==> src/rtl/wb_uart_bridge.sv <==
// wb_uart_bridge: debug UART command frames in, single Wishbone read/write cycles out,
// status byte and optional read data returned on the UART.
module wb_uart_bridge #(
  parameter int DIV   = 266,
  parameter int WB_TO = 255,
  parameter int IBT   = 20 * DIV
) (
  input  logic        clk,
  input  logic        rst_n,
  input  logic        uart_rx,
  output logic        uart_tx,
  output logic [15:0] wb_addr,
  output logic [31:0] wb_wdata,
  output logic [3:0]  wb_wmsk,
  output logic        wb_we,
  output logic        wb_cyc,
  input  logic [31:0] wb_rdata,
  input  logic        wb_ack
);
  localparam int DW = $clog2(DIV + 1);
  localparam int TW = $clog2(WB_TO + 1);
  localparam int IW = $clog2(IBT + 1);
  typedef enum logic [2:0] {IDLE, ADDR, DATA, BUS, RESP} state_t;
  state_t st, st_n;
  logic [2:0] rx_ff;
  logic rx_s, rx_act, rx_tick, rx_valid, rx_ferr;
  logic [DW-1:0] rx_cnt;
  logic [3:0] rx_bit;
  logic [7:0] rx_sh;
  logic is_wr, cmd_ok, in_frame, ibt_exp, abort, last_byte, bus_ack, bus_to, bus_done;
  logic [3:0] mk;
  logic [2:0] bcnt, bi, resp_last;
  logic [IW-1:0] ibt;
  logic [TW-1:0] to_cnt;
  logic [39:0] fr, resp;
  logic tx_act, tx_last, tx_done;
  logic [DW-1:0] tx_cnt;
  logic [3:0] tx_bit;
  logic [8:0] tx_sh;
  // rx_ff[1] is the synchronized line, rx_ff[2] its previous value for edge detection
  assign rx_s     = rx_ff[1];
  assign rx_tick  = rx_act && rx_cnt == '0;
  assign rx_valid = rx_tick && rx_bit == 4'd9 && rx_s;
  assign rx_ferr  = rx_tick && rx_bit == 4'd9 && !rx_s;
  always_ff @(posedge clk or negedge rst_n) begin
    if (!rst_n) begin
      rx_ff  <= 3'b111;
      rx_act <= 1'b0;
      rx_cnt <= '0;
      rx_bit <= '0;
      rx_sh  <= '0;
    end else begin
      rx_ff <= {rx_ff[1:0], uart_rx};
      if (!rx_act) begin
        if (rx_ff[2] && !rx_s) begin
          rx_act <= 1'b1;
          rx_cnt <= DW'(DIV / 2 - 1);
          rx_bit <= '0;
        end
      end else if (rx_cnt != '0) begin
        rx_cnt <= rx_cnt - 1'b1;
      end else begin
        rx_cnt <= DW'(DIV - 1);
        rx_bit <= rx_bit + 4'd1;
        if ((rx_bit == 4'd0 && rx_s) || rx_bit == 4'd9) rx_act <= 1'b0;
        if (rx_bit != 4'd0 && rx_bit != 4'd9) rx_sh <= {rx_s, rx_sh[7:1]};
      end
    end
  end
  assign cmd_ok    = rx_sh[7:4] == 4'h1 || rx_sh == 8'h20;
  assign in_frame  = st == ADDR || st == DATA;
  assign ibt_exp   = in_frame && !rx_valid && ibt == IW'(IBT - 1);
  assign abort     = in_frame && (ibt_exp || rx_ferr);
  assign last_byte = rx_valid && ((st == ADDR && bcnt == 3'd1 && !is_wr) || (st == DATA && bcnt == 3'd5));
  assign bus_ack   = st == BUS && wb_cyc && wb_ack;
  assign bus_to    = st == BUS && wb_cyc && !wb_ack && to_cnt == TW'(WB_TO - 1);
  assign bus_done  = bus_ack || bus_to;
  assign tx_last   = tx_act && tx_cnt == '0 && tx_bit == 4'd9;
  assign tx_done   = tx_last && bi == resp_last;
  always_comb begin
    st_n = st;
    case (st)
      IDLE:    st_n = (rx_valid && cmd_ok) ? ADDR : IDLE;
      ADDR:    st_n = abort ? IDLE : (rx_valid && bcnt == 3'd1) ? (is_wr ? DATA : BUS) : ADDR;
      DATA:    st_n = abort ? IDLE : last_byte ? BUS : DATA;
      BUS:     st_n = bus_done ? RESP : BUS;
      RESP:    st_n = tx_done ? IDLE : RESP;
      default: st_n = IDLE;
    endcase
  end
  always_ff @(posedge clk or negedge rst_n) begin
    if (!rst_n) st <= IDLE;
    else st <= st_n;
  end
  // fr collects address/data bytes; bus outputs only change when a cycle is launched
  always_ff @(posedge clk or negedge rst_n) begin
    if (!rst_n) begin
      is_wr     <= 1'b0;
      mk        <= '0;
      bcnt      <= '0;
      ibt       <= '0;
      fr        <= '0;
      to_cnt    <= '0;
      wb_cyc    <= 1'b0;
      wb_we     <= 1'b0;
      wb_addr   <= '0;
      wb_wdata  <= '0;
      wb_wmsk   <= '0;
      resp      <= '0;
      resp_last <= '0;
    end else begin
      if (st == IDLE && rx_valid && cmd_ok) begin
        is_wr <= rx_sh[7:4] == 4'h1;
        mk    <= rx_sh[3:0];
        bcnt  <= '0;
        ibt   <= '0;
      end
      if (in_frame) begin
        ibt <= rx_valid ? '0 : ibt + 1'b1;
        if (rx_valid) begin
          fr   <= {fr[31:0], rx_sh};
          bcnt <= bcnt + 3'd1;
        end
      end
      if (last_byte) begin
        wb_cyc  <= 1'b1;
        wb_we   <= is_wr;
        to_cnt  <= '0;
        wb_addr <= is_wr ? fr[39:24] : {fr[7:0], rx_sh};
        if (is_wr) begin
          wb_wdata <= {fr[23:0], rx_sh};
          wb_wmsk  <= mk;
        end
      end
      if (st == BUS) begin
        to_cnt <= to_cnt + 1'b1;
        if (bus_done) begin
          wb_cyc    <= 1'b0;
          wb_we     <= 1'b0;
          resp      <= {bus_ack ? 8'hA5 : 8'hEE, bus_ack ? wb_rdata : 32'h0};
          resp_last <= (bus_ack && !is_wr) ? 3'd4 : 3'd0;
        end
      end
      if (tx_last && !tx_done) resp <= {resp[31:0], 8'h00};
    end
  end
  // next response byte is loaded straight into the start bit so bytes run back-to-back
  always_ff @(posedge clk or negedge rst_n) begin
    if (!rst_n) begin
      uart_tx <= 1'b1;
      tx_act  <= 1'b0;
      tx_cnt  <= '0;
      tx_bit  <= '0;
      tx_sh   <= '1;
      bi      <= '0;
    end else if (st != RESP) begin
      uart_tx <= 1'b1;
      tx_act  <= 1'b0;
      bi      <= '0;
    end else if (!tx_act) begin
      tx_act  <= 1'b1;
      uart_tx <= 1'b0;
      tx_sh   <= {1'b1, resp[39:32]};
      tx_cnt  <= DW'(DIV - 1);
      tx_bit  <= '0;
    end else if (tx_cnt != '0) begin
      tx_cnt <= tx_cnt - 1'b1;
    end else if (tx_bit == 4'd9) begin
      if (tx_done) begin
        tx_act <= 1'b0;
      end else begin
        bi      <= bi + 3'd1;
        uart_tx <= 1'b0;
        tx_sh   <= {1'b1, resp[31:24]};
        tx_bit  <= '0;
        tx_cnt  <= DW'(DIV - 1);
      end
    end else begin
      uart_tx <= tx_sh[0];
      tx_sh   <= {1'b1, tx_sh[8:1]};
      tx_bit  <= tx_bit + 4'd1;
      tx_cnt  <= DW'(DIV - 1);
    end
  end
endmodule

==> config.mk <==
export PLATFORM = sky130hd
export DESIGN_NAME = wb_uart_bridge
export DESIGN_NICKNAME = d
export VERILOG_FILES = /design/src/rtl/wb_uart_bridge.sv
export SDC_FILE = /design/constraint.sdc
export NUM_CORES = 1
export LEC_CHECK = 0
export CAP_MARGIN = 10
export CORE_MARGIN = 5
export CORE_UTILIZATION = 60
export DETAILED_ROUTE_END_ITERATION = 12
export HOLD_SLACK_MARGIN = 0.1
export PLACE_DENSITY = 0.88
export SYNTH_ARGS = -nofsm -noshare
export SYNTH_HDL_FRONTEND = slang
export SYNTH_SLANG_ARGS = --single-unit
==> constraint.sdc <==
create_clock -name clk -period 7.3 [get_ports clk]
set_clock_uncertainty 0.1 [all_clocks]
set_input_delay 1.095 -clock clk [delete_from_list [all_inputs] [get_ports clk]]
set_output_delay 1.095 -clock clk [all_outputs]
set_load 0.01 [all_outputs]
==> results of run 1 <==
==> per-stage QoR <==
step / hold slack, ns / std cells / util
3_3_place_gp: 0.246 / 1150 / 0.676
6_report: 0.256 / 1192 / 0.720
4_1_cts: 0.258 / 1191 / 0.720
2_1_floorplan: 0.245 / 886 / -
5_1_grt: 0.267 / 1192 / 0.720
3_5_place_dp: 0.249 / 1150 / 0.676
==> cell type report <==
cell class / count / area share
sequential: 218 / 0.477
multi-input combinational: 605 / 0.352
timing repair buffer: 93 / 0.0807
clock buffer: 35 / 0.0576
tap: 216 / 0.0235
inverter: 19 / 0.00621
clock inverter: 6 / 0.00316
==> sequential cells by signal, summed over array words and instances (netlist names), 4 cells and up <==
signal	count
resp	40
wb_wmsk	4
mk	4
wb_wdata	32
rx_bit	4
rx_sh	8
to_cnt	8
ibt	13
wb_addr	16
tx_sh	8
rx_cnt	9
tx_cnt	9
fr	40
tx_bit	4
==> cells by family (layout without fill, tap and decap cells) <==
kind of cell / after synthesis / after routing / synth area share
flops: 218 / 218 / 0.558
fa+ha+maj: 13 / 13 / 0.0166
mux: 105 / 105 / 0.119
simple gates: 284 / 284 / 0.143
xor+xnor: 7 / 7 / 0.00625
compound gates: 196 / 196 / 0.127
buf+inv: 63 / 153 / 0.0297
==> cell usage after synthesis (3+ instances only) <==
cell      instances
a21o_1            6
a21oi_1          41
a221oi_1         24
a22o_1            3
a22oi_1           8
a31oi_1           4
and2_1            5
and3_1            3
buf_2             8
buf_4             4
buf_6             4
clkbuf_1         27
dfrtp_1         206
dfstp_2          12
ha_1             13
inv_1            18
mux2_2           85
mux2i_1          16
nand2_1          83
nand2b_1          4
nand3_1          25
nand3b_1          6
nand4_1           7
nand4b_1          3
nor2_1           90
nor2b_1           5
nor3_1           14
nor4_1            6
nor4bb_1          3
o21ai_0          72
o21ai_1           4
o22a_1            3
o31ai_1           8
or3_1            11
xnor2_1           4
xor2_1            3
==> worst paths after layout <==
kind | slack (ns) | from | endpoint
setup / recovery | 3.90 | rx_cnt[0] | wb_wdata[19]
hold / removal | 0.26 | rx_ff[0] | rx_ff[1]
setup reg to reg | 3.90 | rx_cnt[0] | wb_wdata[19]
hold reg to reg | 0.26 | rx_ff[0] | rx_ff[1]
max in group asynchronous | 4.81 | rst_n | tx_cnt[0]
min in group asynchronous | 0.61 | rst_n | fr[9]
==> routing by layer <==
layer,GRT usage,vias up
li1,-,3330
met1,0.330,3614
met2,0.424,259
met3,0.0435,54
met4,0.0746,0
met5,0,-
==> power by group <==
part / total (W) / switching (W) / internal [W]
logic: 0.000158 / 0.0000874 / 0.0000704
clock network: 0.00108 / 0.000461 / 0.000624
registers: 0.00128 / 0.0000363 / 0.00124
==> impl_metrics.prom, run 1 <==
# TYPE chip_impl_metric gauge
chip_impl_metric{name="grt_overflow",unit=""} 0
chip_impl_metric{name="vias_per_cell",unit=""} 6.09
chip_impl_metric{name="initial_core_util",unit=""} 0.615
chip_impl_metric{name="synth-seq-cells",unit=""} 218
chip_impl_metric{name="floorplan.core_area",unit="um2"} 15900
chip_impl_metric{name="cts_max_path_buffers",unit=""} 3
chip_impl_metric{name="area.growth.synth_to_final",unit="%"} 17.1
chip_impl_metric{name="setup_violations",unit=""} 0
chip_impl_metric{name="wl_per_cell",unit="um"} 19.3
chip_impl_info{name="top_library_cells_by_usage_in_the_layout_fill_and_taps_aside",value="dfrtp_1 (206), nor2_1 (90), clkdlybuf4s50_1 (89)"} 1
chip_impl_metric{name="maxClockFrequency",unit="MHz"} 294
chip_impl_metric{name="global_route.usage.total",unit=""} 0.249
chip_impl_info{name="tritoncts",value="built"} 1
chip_impl_info{name="path_cells",value="inv_1 > ha_1 > or4b_1 > nor4_4 > nand3_2 > mux2_2"} 1
chip_impl_metric{name="route.vias.total",unit=""} 7257
chip_impl_metric{name="core.rowCount",unit=""} 46
chip_impl_info{name="status",value="completed"} 1
chip_impl_metric{name="syn-instance-count",unit=""} 886
chip_impl_info{name="synth_top_area_cell",value="dfrtp_1"} 1
chip_impl_metric{name="critical_path_peak_fanout",unit=""} 37
chip_impl_metric{name="met3RoutedLength",unit="um"} 1260
chip_impl_metric{name="finalHoldViolations",unit=""} 0
chip_impl_metric{name="final_max_slew_viol_count",unit=""} 0
chip_impl_metric{name="worst_r2r_path_depth",unit=""} 6
chip_impl_metric{name="clkSlewWorstSetupHoldPaths",unit="ns"} 0.06
chip_impl_metric{name="first_global_vias",unit=""} 7518
chip_impl_metric{name="postRouteWirelength",unit="um"} 23000
chip_impl_metric{name="grt_max_degree",unit=""} 136
chip_impl_metric{name="cts-resized-gates",unit=""} 0
chip_impl_metric{name="io_pins",unit=""} 91
chip_impl_metric{name="post_synth.cell_area_avg",unit="um2"} 11.1
chip_impl_metric{name="critical_path_required_time",unit="ns"} 7.57
chip_impl_metric{name="power_density",unit="nW/um2"} 220
chip_impl_metric{name="max_stage_delay",unit="ns"} 0.82
chip_impl_metric{name="yosysWarningCount",unit=""} 0
chip_impl_metric{name="peakVddDrop",unit="V"} 0.000215
chip_impl_metric{name="critPathArrivalTime",unit="ns"} 3.67
chip_impl_metric{name="area.sequential",unit="um2"} 5470
chip_impl_info{name="end_kind",value="flip-flop"} 1
chip_impl_metric{name="htree_num_levels",unit=""} 1
chip_impl_info{name="top_layer",value="met4"} 1
chip_impl_metric{name="synth_enable_flop_cells",unit=""} 0
chip_impl_metric{name="dp_hpwl",unit="um"} 14300
chip_impl_metric{name="drc",unit=""} 0
chip_impl_metric{name="placed_area",unit="um2"} 10800
chip_impl_metric{name="tritoncts.num_buffers",unit=""} 23
chip_impl_metric{name="final_design_instance_area_without_fill",unit="um2"} 11500
chip_impl_metric{name="cts_setup_buffers",unit=""} 0
chip_impl_metric{name="multiInputGateArea",unit="um2"} 4040
chip_impl_metric{name="netlist-cell-type-count",unit=""} 70
chip_impl_metric{name="clk_latency",unit="ns"} 0.50
chip_impl_info{name="critPathKind",value="reg -> reg"} 1
chip_impl_metric{name="antenna_found_initial",unit=""} 0
chip_impl_metric{name="ant_nets",unit=""} 0
chip_impl_info{name="yosys_most_used_dff",value="dfrtp_1"} 1
chip_impl_info{name="unrepaired_setup_endpoints_after_global_routing",value="false"} 1
chip_impl_metric{name="synth-seq-area-share",unit=""} 0.558
chip_impl_metric{name="chipHeight",unit="um"} 138
chip_impl_metric{name="wl_met1",unit="um"} 9180
chip_impl_info{name="timing.critical_path.from_type",value="flip-flop"} 1
chip_impl_metric{name="nFillCells",unit=""} 1050
chip_impl_metric{name="layout.nets",unit=""} 1009
chip_impl_metric{name="synthesis.nets",unit=""} 935
chip_impl_info{name="ctsRootBufferMaster",value="clkbuf_16"} 1
chip_impl_info{name="layout_commonest_cell",value="dfrtp_1"} 1
chip_impl_metric{name="gpl.final_weighted_congestion",unit=""} 0.829
chip_impl_metric{name="final.min_clock_period",unit="ns"} 3.40
chip_impl_metric{name="initialDrtViolationCount",unit=""} 593
chip_impl_metric{name="slew_headroom",unit=""} 0.221
chip_impl_metric{name="input_output_buffers",unit=""} 90
chip_impl_metric{name="share_of_synthesized_flip_flops_with_an_asynchronous_set_or_reset",unit=""} 1.00
chip_impl_metric{name="dr.pass1.iters",unit=""} 8
chip_impl_metric{name="synth_top_area_share",unit=""} 0.526
chip_impl_metric{name="final_worst_path_setup_slack",unit="ns"} 3.90
chip_impl_info{name="critPathTopFamily",value="simple AND/OR/NAND/NOR gates"} 1
chip_impl_metric{name="min_path_cells",unit=""} 0
chip_impl_metric{name="detailedPlace.worstSlack",unit="ns"} 3.95
chip_impl_info{name="hold_class",value="reg -> reg"} 1
chip_impl_metric{name="mappedNetlistArea",unit="um2"} 9810
chip_impl_metric{name="wl_met2",unit="um"} 11900
chip_impl_metric{name="cts_hold_repair.buffers",unit=""} 0
chip_impl_metric{name="grt_first_pass_wirelength",unit="um"} 38100
chip_impl_metric{name="clock_sinks",unit=""} 218
chip_impl_info{name="synth.top_cells.by_area",value="dfrtp_1 (53%), mux2_2 (9.8%), o21ai_0 (3.7%)"} 1
chip_impl_metric{name="cp.depth",unit=""} 6
chip_impl_metric{name="max_cap_violations",unit=""} 0
chip_impl_info{name="cp_slowest_cell",value="nand3_2"} 1
chip_impl_metric{name="timing_worst_slew_pin_value",unit="ns"} 1.17
chip_impl_metric{name="layout_worst_path_cycle_share",unit=""} 0.466
chip_impl_metric{name="final_layout_size_suffix_gt1_frac",unit=""} 0.154
chip_impl_metric{name="leakagePower",unit="nW"} 5.21
chip_impl_metric{name="n_antenna_cell",unit=""} 0
chip_impl_metric{name="total_power",unit="W"} 0.00252
chip_impl_metric{name="finalSetupTns",unit="ns"} 0
chip_impl_metric{name="chipWidth",unit="um"} 138
chip_impl_metric{name="worst-path-buf-inv",unit=""} 1
chip_impl_metric{name="design.die.area",unit="um2"} 19000
No activity file was read; power rests on OpenSTA's default activity.
==> run 2, diff against run 1 <==
--- a/config.mk
+++ b/config.mk
@@ -7,10 +7,10 @@
 export LEC_CHECK = 0
 export CAP_MARGIN = 10
 export CORE_MARGIN = 5
-export CORE_UTILIZATION = 60
+export CORE_UTILIZATION = 52
 export DETAILED_ROUTE_END_ITERATION = 12
 export HOLD_SLACK_MARGIN = 0.1
-export PLACE_DENSITY = 0.88
+export PLACE_DENSITY = 0.81
 export SYNTH_ARGS = -nofsm -noshare
 export SYNTH_HDL_FRONTEND = slang
 export SYNTH_SLANG_ARGS = --single-unit
==> constraint.sdc (replaced) <==
create_clock -name clk -period 3.1 [get_ports clk]
set_clock_uncertainty 0.1 [all_clocks]
set_input_delay 0.465 -clock clk [delete_from_list [all_inputs] [get_ports clk]]
set_output_delay 0.465 -clock clk [all_outputs]
set_load 0.01 [all_outputs]
==> run 2 against run 1 <==
Register-to-register slack got worse by 3.6 ns. Core utilization decreased by 9.1 points. Final cell count increased by 2.9%. Sequential cell count unchanged. Wire length decreased by 8.9%. Setup slack got worse by 3.6 ns.
==> impl_metrics.prom, run 2 (same netlist as run 1, synthesis figures left out) <==
# TYPE chip_impl_metric gauge
chip_impl_info{name="top_library_cells_by_usage_in_the_layout_fill_and_taps_aside",value="dfrtp_1 (206), nor2_1 (90), clkdlybuf4s50_1 (89)"} 1
chip_impl_metric{name="tritoncts.num_buffers",unit=""} 23
chip_impl_metric{name="global_route.usage.total",unit=""} 0.197
chip_impl_info{name="timing.critical_path.from_type",value="flip-flop"} 1
chip_impl_info{name="status",value="completed"} 1
chip_impl_metric{name="ant_nets",unit=""} 0
chip_impl_metric{name="layout.nets",unit=""} 1029
chip_impl_metric{name="clkSlewWorstSetupHoldPaths",unit="ns"} 0.06
chip_impl_metric{name="worst_reg2reg_setup_slack",unit="ns"} 0.31
chip_impl_metric{name="chipWidth",unit="um"} 147
chip_impl_metric{name="postRouteWirelength",unit="um"} 21000
chip_impl_metric{name="slew_headroom",unit=""} 0.484
chip_impl_metric{name="nFillCells",unit=""} 1419
chip_impl_metric{name="final_layout_size_suffix_gt1_frac",unit=""} 0.172
chip_impl_metric{name="seq_power_share",unit=""} 0.500
chip_impl_metric{name="timing_worst_slew_pin_value",unit="ns"} 0.769
chip_impl_metric{name="finalHoldViolations",unit=""} 0
chip_impl_metric{name="initialDrtViolationCount",unit=""} 480
chip_impl_info{name="tritoncts",value="built"} 1
chip_impl_info{name="critPathKind",value="reg -> reg"} 1
chip_impl_metric{name="first_global_vias",unit=""} 7122
chip_impl_metric{name="min_path_cells",unit=""} 0
chip_impl_metric{name="clk_latency",unit="ns"} 0.50
chip_impl_metric{name="cts_setup_buffers",unit=""} 0
chip_impl_info{name="r2r-end",value="is_wr"} 1
chip_impl_metric{name="n_antenna_cell",unit=""} 0
chip_impl_metric{name="wl_per_cell",unit="um"} 17.1
chip_impl_metric{name="worst_r2r_path_depth",unit=""} 6
chip_impl_metric{name="layout_worst_path_cycle_share",unit=""} 0.899
chip_impl_metric{name="switching_power",unit="W"} 0.00135
chip_impl_metric{name="cell_internal_pwr",unit="W"} 0.00468
chip_impl_info{name="hold_class",value="reg -> reg"} 1
chip_impl_metric{name="peakVddDrop",unit="V"} 0.000406
chip_impl_metric{name="max_cap_violations",unit=""} 0
chip_impl_metric{name="final.min_clock_period",unit="ns"} 2.79
chip_impl_metric{name="clkPwrFrac",unit=""} 0.437
chip_impl_metric{name="grt_overflow",unit=""} 0
chip_impl_metric{name="setup_violations",unit=""} 0
chip_impl_info{name="end_kind",value="flip-flop"} 1
chip_impl_metric{name="core.rowCount",unit=""} 50
chip_impl_metric{name="grt_first_pass_wirelength",unit="um"} 36000
chip_impl_metric{name="vias_per_cell",unit=""} 5.81
chip_impl_metric{name="power.switching_fraction",unit=""} 0.223
chip_impl_info{name="hold-path-endpoint",value="rx_ff[1]"} 1
chip_impl_metric{name="combinational_power_share",unit=""} 0.063
chip_impl_metric{name="dp_hpwl",unit="um"} 14100
chip_impl_metric{name="area.growth.synth_to_final",unit="%"} 19.6
chip_impl_info{name="layout_top_registers",value="fr (40), resp (40), wb_wdata (32)"} 1
chip_impl_metric{name="maxClockFrequency",unit="MHz"} 359
chip_impl_metric{name="cts-resized-gates",unit=""} 0
chip_impl_metric{name="finalSetupTns",unit="ns"} 0
chip_impl_metric{name="floorplan.core_area",unit="um2"} 18600
chip_impl_metric{name="cts_max_path_buffers",unit=""} 3
chip_impl_info{name="critical_path.startpoint",value="rx_cnt[0]"} 1
chip_impl_metric{name="drc",unit=""} 0
chip_impl_metric{name="gpl.final_weighted_congestion",unit=""} 0.823
chip_impl_metric{name="route.vias.total",unit=""} 7132
chip_impl_metric{name="chipHeight",unit="um"} 147
chip_impl_metric{name="grt_max_degree",unit=""} 70
chip_impl_metric{name="cts_hold_repair.buffers",unit=""} 1
chip_impl_metric{name="power_density",unit="nW/um2"} 513
chip_impl_metric{name="htree_num_levels",unit=""} 1
chip_impl_info{name="ctsRootBufferMaster",value="clkbuf_16"} 1
chip_impl_info{name="critical_register_to_register_path_startpoint",value="rx_cnt[0]"} 1
chip_impl_metric{name="final_max_slew_viol_count",unit=""} 0
chip_impl_metric{name="design.die.area",unit="um2"} 21700
chip_impl_info{name="unrepaired_setup_endpoints_after_global_routing",value="false"} 1
chip_impl_metric{name="initial_core_util",unit=""} 0.526
chip_impl_metric{name="leakagePower",unit="nW"} 5.34
chip_impl_metric{name="antenna_found_initial",unit=""} 0
chip_impl_info{name="min_from",value="rx_ff[0]"} 1
chip_impl_info{name="layout_commonest_cell",value="dfrtp_1"} 1
chip_impl_metric{name="io_pins",unit=""} 91
chip_impl_metric{name="dr.pass1.iters",unit=""} 5
chip_impl_metric{name="critPathArrivalTime",unit="ns"} 3.06
chip_impl_metric{name="clock_sinks",unit=""} 218
chip_impl_metric{name="input_output_buffers",unit=""} 90
chip_impl_metric{name="total_power",unit="W"} 0.00602
chip_impl_metric{name="critical_path_required_time",unit="ns"} 3.37
chip_impl_metric{name="critical_path_peak_fanout",unit=""} 10
run 2: changes by cell type in the layout (fill, tap and decap cells not counted):
| cell | delta |
|---|---|
| clkbuf_1 | -5 |
| clkbuf_8 | +2 |
| buf_4 | +17 |
| dlygate4sd3_1 | +1 |
| buf_2 | -1 |
| buf_12 | +3 |
| clkinv_2 | -1 |
| bufinv_16 | +1 |
run 2: how the worst max path moves through the flow:
stage                 end  slack, ns
6_report            is_wr       0.31
5_1_grt        wb_addr[1]       0.16
4_1_cts             is_wr       0.32
3_5_place_dp        mk[3]       0.33
3_3_place_gp        is_wr       0.42
2_1_floorplan       is_wr       0.56
run 2: power groups by stage:
stage | Sequential [W] | Clock, W | Combinational (W)
detailed placement | 0.00305 | 0 | 0.000384
global route | 0.00302 | 0.00282 | 0.000433
finish | 0.00301 | 0.00263 | 0.000380
CTS | 0.00301 | 0.00269 | 0.000386
global placement | 0.00305 | 0 | 0.000369
floorplan | 0.00303 | 0 | 0.000237
run 2: layout make-up:
cell class	instances	area, um2	area share
multi-input cells	605	4040	0.345
repair buffers	113	1120	0.0954
clock buffers	32	669	0.0571
flip-flops and latches	218	5470	0.466
inverters	19	71.3	0.00608
well taps	234	293	0.0250
clock inverters	6	61.3	0.00523
run 2: per-layer routing:
metal	wire length, um	track usage	share of wire
met4	498	0.0545	0.024
met2	10400	0.326	0.49
met5	0	0	0
met3	914	0.0336	0.044
met1	9170	0.271	0.44
run 2: worst max-delay path, cell delays in order, from the launching register on:
cell and delay, ns:
dfrtp_1 0.40, inv_1 0.09, ha_1 0.14, or4b_1 0.63
nor4_4 0.41, and4_1 0.50, mux2_2 0.39
run 2: stage by stage:
stage | hold slack (ns) | util | setup WS [ns] | cell area (um2) | instances
floorplan | 0.0694 | - | 0.562 | 9810 | 886
global route | 0.277 | 0.629 | 0.165 | 11700 | 1227
detailed placement | 0.254 | 0.589 | 0.326 | 11000 | 1188
CTS | 0.270 | 0.629 | 0.316 | 11700 | 1227
global placement | 0.247 | 0.589 | 0.421 | 11000 | 1188
finish | 0.270 | 0.629 | 0.313 | 11700 | 1227
